==> src/rtl/usb_rx_buffer_ctrl.sv <==
// USB receive packet buffer: two ping-pong banks shared between the USB receiver (writer)
// and the CPU (reader), with bank ownership as the only arbitration between the two ports.
module usb_rx_buffer_ctrl #(
    parameter int unsigned DEPTH  = 32,
    parameter int unsigned DROP_W = 8
) (
    input  logic                     clock48_i,
    input  logic                     reset_i,
    input  logic                     rx_start_i,
    input  logic                     rx_word_valid_i,
    input  logic [31:0]              rx_word_i,
    input  logic                     rx_end_i,
    input  logic                     rx_abort_i,
    input  logic [$clog2(DEPTH)-1:0] cpu_rd_addr_i,
    output logic [31:0]              cpu_rd_data_o,
    output logic                     packet_ready_o,
    output logic [$clog2(DEPTH):0]   packet_words_o,
    input  logic                     packet_release_i,
    output logic [DROP_W-1:0]        drop_count_o,
    output logic                     overflow_o
);

    localparam int unsigned AW = $clog2(DEPTH);
    localparam logic [AW:0] FullCnt = (AW+1)'(DEPTH);
    localparam logic [AW:0] CntOne  = (AW+1)'(1);

    typedef enum logic [1:0] {StIdle, StWrite, StDiscard} rx_st_e;
    typedef enum logic [1:0] {BkFree, BkFill, BkHeld} bank_st_e;

    rx_st_e            st_q, st_d;
    bank_st_e          bank_q [2];
    bank_st_e          bank_d [2];
    logic              cur_q, cur_d;
    logic [AW:0]       wr_cnt_q, wr_cnt_d;
    logic [AW:0]       len_q [2];
    logic [AW:0]       len_d [2];
    logic              rdyq_q [2];
    logic              rdyq_d [2];
    logic [1:0]        rdyq_cnt_q, rdyq_cnt_d;
    logic [DROP_W-1:0] drop_q, drop_d;
    logic              ovf_q, ovf_d;
    logic [31:0]       rd_data_q;
    logic [31:0]       mem_q [2*DEPTH];

    logic              mem_we;
    logic [AW:0]       mem_waddr;
    logic [AW:0]       cnt_inc;
    logic [AW:0]       fin_cnt;

    always_comb begin
        st_d       = st_q;
        bank_d     = bank_q;
        cur_d      = cur_q;
        wr_cnt_d   = wr_cnt_q;
        len_d      = len_q;
        rdyq_d     = rdyq_q;
        rdyq_cnt_d = rdyq_cnt_q;
        drop_d     = drop_q;
        ovf_d      = ovf_q;
        mem_we     = 1'b0;
        mem_waddr  = {cur_q, wr_cnt_q[AW-1:0]};
        cnt_inc    = wr_cnt_q + CntOne;
        fin_cnt    = wr_cnt_q;

        if (packet_release_i && (rdyq_cnt_q != 2'd0)) begin
            bank_d[rdyq_q[0]] = BkFree;
            rdyq_d[0]         = rdyq_q[1];
            rdyq_cnt_d        = rdyq_cnt_q - 2'd1;
        end

        // Allocation looks at bank_q, so a bank released this cycle is not reused until next cycle.
        unique case (st_q)
            StIdle, StDiscard: begin
                if (rx_start_i) begin
                    wr_cnt_d = '0;
                    if (bank_q[0] == BkFree) begin
                        cur_d     = 1'b0;
                        bank_d[0] = BkFill;
                        st_d      = StWrite;
                    end else if (bank_q[1] == BkFree) begin
                        cur_d     = 1'b1;
                        bank_d[1] = BkFill;
                        st_d      = StWrite;
                    end else begin
                        st_d = StDiscard;
                        if (drop_q != '1) drop_d = drop_q + DROP_W'(1);
                    end
                end else if ((st_q == StDiscard) && (rx_end_i || rx_abort_i)) begin
                    st_d = StIdle;
                end
            end
            StWrite: begin
                if (rx_abort_i) begin
                    bank_d[cur_q] = BkFree;
                    st_d          = StIdle;
                end else if (rx_start_i) begin
                    wr_cnt_d = '0;
                end else begin
                    if (rx_word_valid_i) begin
                        if (wr_cnt_q == FullCnt) begin
                            bank_d[cur_q] = BkFree;
                            ovf_d         = 1'b1;
                            st_d          = rx_end_i ? StIdle : StDiscard;
                        end else begin
                            mem_we   = 1'b1;
                            wr_cnt_d = cnt_inc;
                            fin_cnt  = cnt_inc;
                        end
                    end
                    if (rx_end_i && (st_d == StWrite)) begin
                        st_d = StIdle;
                        if (fin_cnt == '0) begin
                            bank_d[cur_q] = BkFree;
                        end else begin
                            bank_d[cur_q]             = BkHeld;
                            len_d[cur_q]              = fin_cnt;
                            rdyq_d[rdyq_cnt_d[0]]     = cur_q;
                            rdyq_cnt_d                = rdyq_cnt_d + 2'd1;
                        end
                    end
                end
            end
            default: st_d = StIdle;
        endcase
    end

    always_ff @(posedge clock48_i or posedge reset_i) begin
        if (reset_i) begin
            st_q       <= StIdle;
            bank_q[0]  <= BkFree;
            bank_q[1]  <= BkFree;
            cur_q      <= 1'b0;
            wr_cnt_q   <= '0;
            len_q[0]   <= '0;
            len_q[1]   <= '0;
            rdyq_q[0]  <= 1'b0;
            rdyq_q[1]  <= 1'b0;
            rdyq_cnt_q <= 2'd0;
            drop_q     <= '0;
            ovf_q      <= 1'b0;
            rd_data_q  <= '0;
        end else begin
            st_q       <= st_d;
            bank_q     <= bank_d;
            cur_q      <= cur_d;
            wr_cnt_q   <= wr_cnt_d;
            len_q      <= len_d;
            rdyq_q     <= rdyq_d;
            rdyq_cnt_q <= rdyq_cnt_d;
            drop_q     <= drop_d;
            ovf_q      <= ovf_d;
            rd_data_q  <= mem_q[{rdyq_q[0], cpu_rd_addr_i}];
        end
    end

    // Packet storage carries no reset; contents are only meaningful for HELD banks.
    always_ff @(posedge clock48_i) begin
        if (mem_we) mem_q[mem_waddr] <= rx_word_i;
    end

    assign cpu_rd_data_o  = rd_data_q;
    assign packet_ready_o = (rdyq_cnt_q != 2'd0);
    assign packet_words_o = packet_ready_o ? len_q[rdyq_q[0]] : '0;
    assign drop_count_o   = drop_q;
    assign overflow_o     = ovf_q;

endmodule

==> config.mk <==
export PLATFORM = sky130hd
export DESIGN_NAME = usb_rx_buffer_ctrl
export DESIGN_NICKNAME = d
export VERILOG_FILES = /design/src/rtl/usb_rx_buffer_ctrl.sv
export SDC_FILE = /design/constraint.sdc
export NUM_CORES = 2
export LEC_CHECK = 0
export BUFFER_PORTS_ARGS = -buffer_cell sky130_fd_sc_hd__buf_4
export CORE_MARGIN = 2
export CORE_UTILIZATION = 53
export DETAILED_ROUTE_END_ITERATION = 12
export PLACE_DENSITY = 0.74
export SYNTH_ARGS = -nofsm -noshare
export SYNTH_HDL_FRONTEND = slang
export SYNTH_SLANG_ARGS = --single-unit
==> constraint.sdc <==
create_clock -name clock48_i -period 10.6 [get_ports clock48_i]
set_clock_uncertainty 0.15 [all_clocks]
set_input_delay 1.59 -clock clock48_i [delete_from_list [all_inputs] [get_ports clock48_i]]
set_output_delay 1.59 -clock clock48_i [all_outputs]
set_load 0.05 [all_outputs]
Yosys cells after proc, flatten, opt, wreduce, memory -nomap -nowiden
Memory sizes are Yosys's and may differ from the RTL's. A register that Yosys moved wholly into a read port is not among the register bits.
Cells that the tools add are included.
{ "totals": {"n_memories": 1, "reg_bits": 38, "out_inout_bits": 48, "mem_bits_rw": 2048} }
{ "mem_list": {"columns": ["name", "words", "width", "rd", "rd_ports_with_merged_regs", "wr", "line_no", "rtl"], "rows": [
  ["mem_q", 64, 32, 1, 1, 1, "43", "logic [31:0] mem_q [2*DEPTH];"]
]} }
{ "classes": {"n_lt_le_gt_ge": 6, "mux": 73, "reduce_logical": 21, "n_addsub": 4, "n_bitwise": 16, "n_eq_ne": 9} }
{ "op_table": {"columns": ["operator", "n"], "rows": [
  ["2-to-1 mux 6 bit", 13],
  ["2-to-1 mux 2 bit", 29],
  ["2-to-1 mux 4 bit", 11],
  ["AND reduction 5 bit", 3],
  ["bitwise AND 4 bit", 3],
  ["bitwise mux 12 bit", 1],
  ["one-hot mux 6 bit (2 select lines)", 1],
  ["2-to-1 mux 1 bit", 11],
  ["adder 8 x 1 -> 8 bit, second input constant", 1],
  ["inequality test 8 bit, second input constant", 1],
  ["NOT 4 bit", 2],
  ["one-hot mux 4 bit (2 select lines)", 1],
  ["adder 6 x 1 -> 6 bit, second input constant", 1],
  ["demux 6 bit (select 1 bit)", 1],
  ["equality test 6 bit, second input constant", 1],
  [">= comparator 2 bit, second input constant", 3],
  ["logical AND 1 bit", 6],
  ["logical NOT 2 bit", 3],
  ["logical NOT 6 bit", 1],
  ["less-than comparator 2 x 1 -> 1 bit, second input constant", 3],
  ["inequality test 3 bit, second input constant", 2],
  ["NOT 1 -> 2 bit", 3],
  ["AND reduction 3 bit", 2],
  ["nonzero test 2 bit", 3],
  ["other kinds (16)", 23]
]} }

Logic depth before layout (Yosys ltp)
{ "logic_depth": {"word_depth": 20, "mapped_depth": 10, "depth_no_buf": 8} }

Least setup slack after synthesis
No wires, ideal clock.
{ "synth_path": {"path_kind": "input-to-reg", "startpoint": "input port rx_abort_i", "endpoint": "memory mem_q[31][0] (enable)", "setup_slack_ns": 5.899, "cell_stages": 6, "n_path_buf": 1, "t_arrival_ns": 4.130, "cell_sequence": "or2_1 clkbuf_1 nor3_1 and3_1 nand3_1 nor2_1"} }
{ "synth_via": {"elab_chain_cells": 4} }
{ "synth_lines": {"columns": ["element", "line_no", "rtl"], "rows": [
  ["from (decl)", "13", "input logic rx_abort_i,"],
  ["2-to-1 mux 1 bit", "93", "if (rx_abort_i) begin"],
  ["2-to-1 mux 1 bit", "72", "unique case (st_q)"],
  ["2-to-1 mux 1 bit", "158", "if (mem_we) mem_q[mem_waddr] <= rx_word_i;"],
  ["2-to-1 mux 1 bit (implied by the code)", "158", null],
  ["to (decl)", "43", null]
]} }
Every way passes these cells.

Final worst setup path
{ "layout_path": {"startpoint": "input port rx_abort_i", "endpoint": "memory mem_q[17][18] (enable)"} }
Same word-level chain as after synthesis.

==> out/metrics.cfg <==
[sta]
tns_ns = 0
setup_viol_count_final = 0
fmax_mhz = 208
setup_ws_ns = 5.80
relSlewSlack = 0.254
hold_violations = 0
worstMarginPinSlew_ns = 1.12
fin_crit_sh = 0.453
rsz0062_at_grt = no
fin_crit_ns = 4.80
drv_slew = 0

[setup_path]
crit_path_max_incr_delay_ns = 0.88
cp_slowest_cell = nor2_4
path_cells = buf_4, nor2_1, nand3_1, nor3_1, nand2_1, nor2_4, buf_4
path_buf_inv = 2
crit_path_start_kind = input pin
critPathRequiredTime_ns = 10.96
path_common_cell = buf_4
cp_top_family = simple AND/OR/NAND/NOR gates
cp-end-kind = flop
crit_arrival_ns = 5.15
cp_max_fo = 18
crit_type = input pin to flop

[detailed_routing]
drt_iter0_markers = 5687
num_vias = 38292
ant_nets = 0
dr.pass1.iters = 5
via_per_inst = 6.51
drc = 0
wl_mm = 192
wl_per_cell_um = 32.6

[final_layout]
utilization = 0.599
syn2layout_area_growth_pct = 12.3
drive_above_1_share = 0.289
stdcell_count = 5885
nets = 3730

[clock_network]
cts_hold_buf = 0
cts.sinks = 2118
cts_resized = 0
cts_setup_buffers = 0
root_buffer = clkbuf_16
cts_htree_levels = 4
cts_buffers = 201
clock_path_buffers = 3
path_clk_slew_ns = 0.06
clk_latency_ns = 0.84
cts_tree = done

[yosys]
synth.cell_area_um2 = 81000
synth_top_area_frac = 0.759
synth_ff_type = edfxtp_1
postSynth.asyncResetShare = 0.0331
synthDistinctLibCells = 67
ys_warn_count = 0
yosys-top-cells-count = edfxtp_1 (2048), mux4_2 (565), nor2_1 (91)
synth-edff-count = 2048
syn_nets = 3532
ys_seq_elements = 2118
synth_most_common_cell = edfxtp_1
synth_cells = 3484
seq_area_frac_synth = 0.781
synth_top_cells_by_area = edfxtp_1 (76%), mux4_2 (16%), dfrtp_1 (2.2%), mux2i_1 (0.99%), a22oi_1 (0.74%)
synth_top_area_cell = edfxtp_1
syn_avg_cell_area_um2 = 23.3

[grt]
grt_overflow = 0
grt_usage = 0.249
antenna_found_initial = 13
grt_start_max_net_pins = 114
grt_pass1_vias = 39065
grt_first_pass_wirelength_mm = 278

[place]
post-place-ws_ns = 5.12
gp_congestion = 0.813
io_buffers = 91
place_hpwl_mm = 102
placed_cells = 5509

[floorplan]
die_y_um = 395
die_w_um = 395
core.rowCount = 143
core_area_um2 = 152000
ioPinCount = 92
dieArea_um2 = 156000
start_util = 0.533

[power_and_ir_drop]
p_per_area_nw_per_um2 = 197
p_leak_nw = 28.5
ir_drop_v = 0.000153
total_power_mw = 18.0

[worst_hold_path]
hold_class = flop to flop

[outcome]
outcome = finished, final reports clean

[flow_run]
maxCapViolCount = 0

-- cells in the final DEF, fill, tap and decap left out, types with 5 or more instances in the layout --
master      Yosys  layout
edfxtp_1     2048    2048
mux4_2        565     565
clkbuf_16       0     205
buf_4          21     174
mux2i_1        80      80
a22oi_1        80      80
dfrtp_1        70      69
nor2_4          0      66
nand2_1        59      59
clkbuf_1       74      47
clkinv_1        2      45
nand3_1        38      38
a21oi_1        37      37
clkinv_2        0      36
nor2_1         91      24
nor2b_1        25      21
a211oi_1       20      20
o21ai_0        17      17
o21ai_1        16      16
bufinv_16       0      15
mux2_1         13      13
nor3_1         12      12
xnor2_1        10      10
o311a_1        10      10
clkinvlp_4      0       8
inv_1           8       7
clkbuf_8        0       7
xor2_1          6       6
and3_1          6       6
a221oi_1        5       5
nand2b_1        5       5
a311oi_1        5       5
buf_12          0       5
-- metal layers --
layer / share of wire / global-route usage / vias to the layer above / wire (µm)
li1: - / - / 15295 / -
met1: 0.36 / 0.337 / 20250 / 70000
met2: 0.48 / 0.393 / 2349 / 93100
met3: 0.11 / 0.0699 / 384 / 22000
met4: 0.035 / 0.0889 / 14 / 6810
met5: 0.00053 / 0 / - / 101
-- through the flow --
step                instance area (µm²)  hold WS, ns
detailed placement                84500        0.331
global placement                  84500        0.324
floorplan                         81000        0.314
CTS                               91000        0.343
global route                      91000        0.361
finish                            91000        0.342
-- worst paths after layout --
| check | slack, ns | startpoint | end | depth (start not counted) |
|---|---|---|---|---|
| worst max-delay path | 5.80 | rx_abort_i | mem_q[17][18] | 7 |
| worst min-delay path | 0.34 | len_q[10] | len_q[10] | 1 |
| worst max register to register | 5.95 | wr_cnt_q[0] | mem_q[17][18] | 8 |
| worst min register to register | 0.34 | len_q[10] | len_q[10] | 1 |
| max in group asynchronous | 8.29 | reset_i | cpu_rd_data_o[9] | 3 |
| min in group asynchronous | 0.61 | reset_i | bank_q[0] | 2 |
-- flip-flops by register name (all words and copies together), names as in the netlist --
name and cells:
mem_q 2048, cpu_rd_data_o 32, len_q 12, drop_count_o 8, wr_cnt_q 6, bank_q 4
rdyq_cnt_q 2, rdyq_q 2, st_q 2, cur_q 1, overflow_o 1
-- worst reg2reg max path, stage by stage, from the launching register on --
cell,delay (ns)
dfrtp_1,0.64
inv_1,0.18
ha_1,0.25
nand2_1,0.10
o41ai_4,0.09
nor3_1,0.78
nand2_1,0.78
nor2_4,0.89
buf_4,0.45
-- layout make-up --
| class | instances | area [µm²] |
|---|---|---|
| fillers | 10074 | 60900 |
| inverters | 11 | 42.5 |
| clock inverters | 116 | 1070 |
| diodes | 1 | 2.50 |
| multi-input cells | 1167 | 17200 |
| well taps | 2030 | 2540 |
| repair buffers | 183 | 1460 |
| clock buffers | 259 | 5400 |
| flip-flops and latches | 2118 | 63300 |
-- power breakdown --
group	internal (mW)	switching (mW)	total, mW
sequential	9.27	0.145	9.42
clock	3.98	3.09	7.07
combinational	0.471	1.02	1.49
-- cell families after synthesis --
group,after synthesis,share of synthesized area
AO/OA/AOI/OAI,232,0.0206
AND/OR/NAND/NOR,256,0.0147
buffers and inverters,199,0.0130
adder cells (fa/ha/maj),4,0.000618
flip-flops,2118,0.781
XOR/XNOR,16,0.00173
multiplexers,659,0.169
Note: power is estimated with default switching activity, not from simulation.
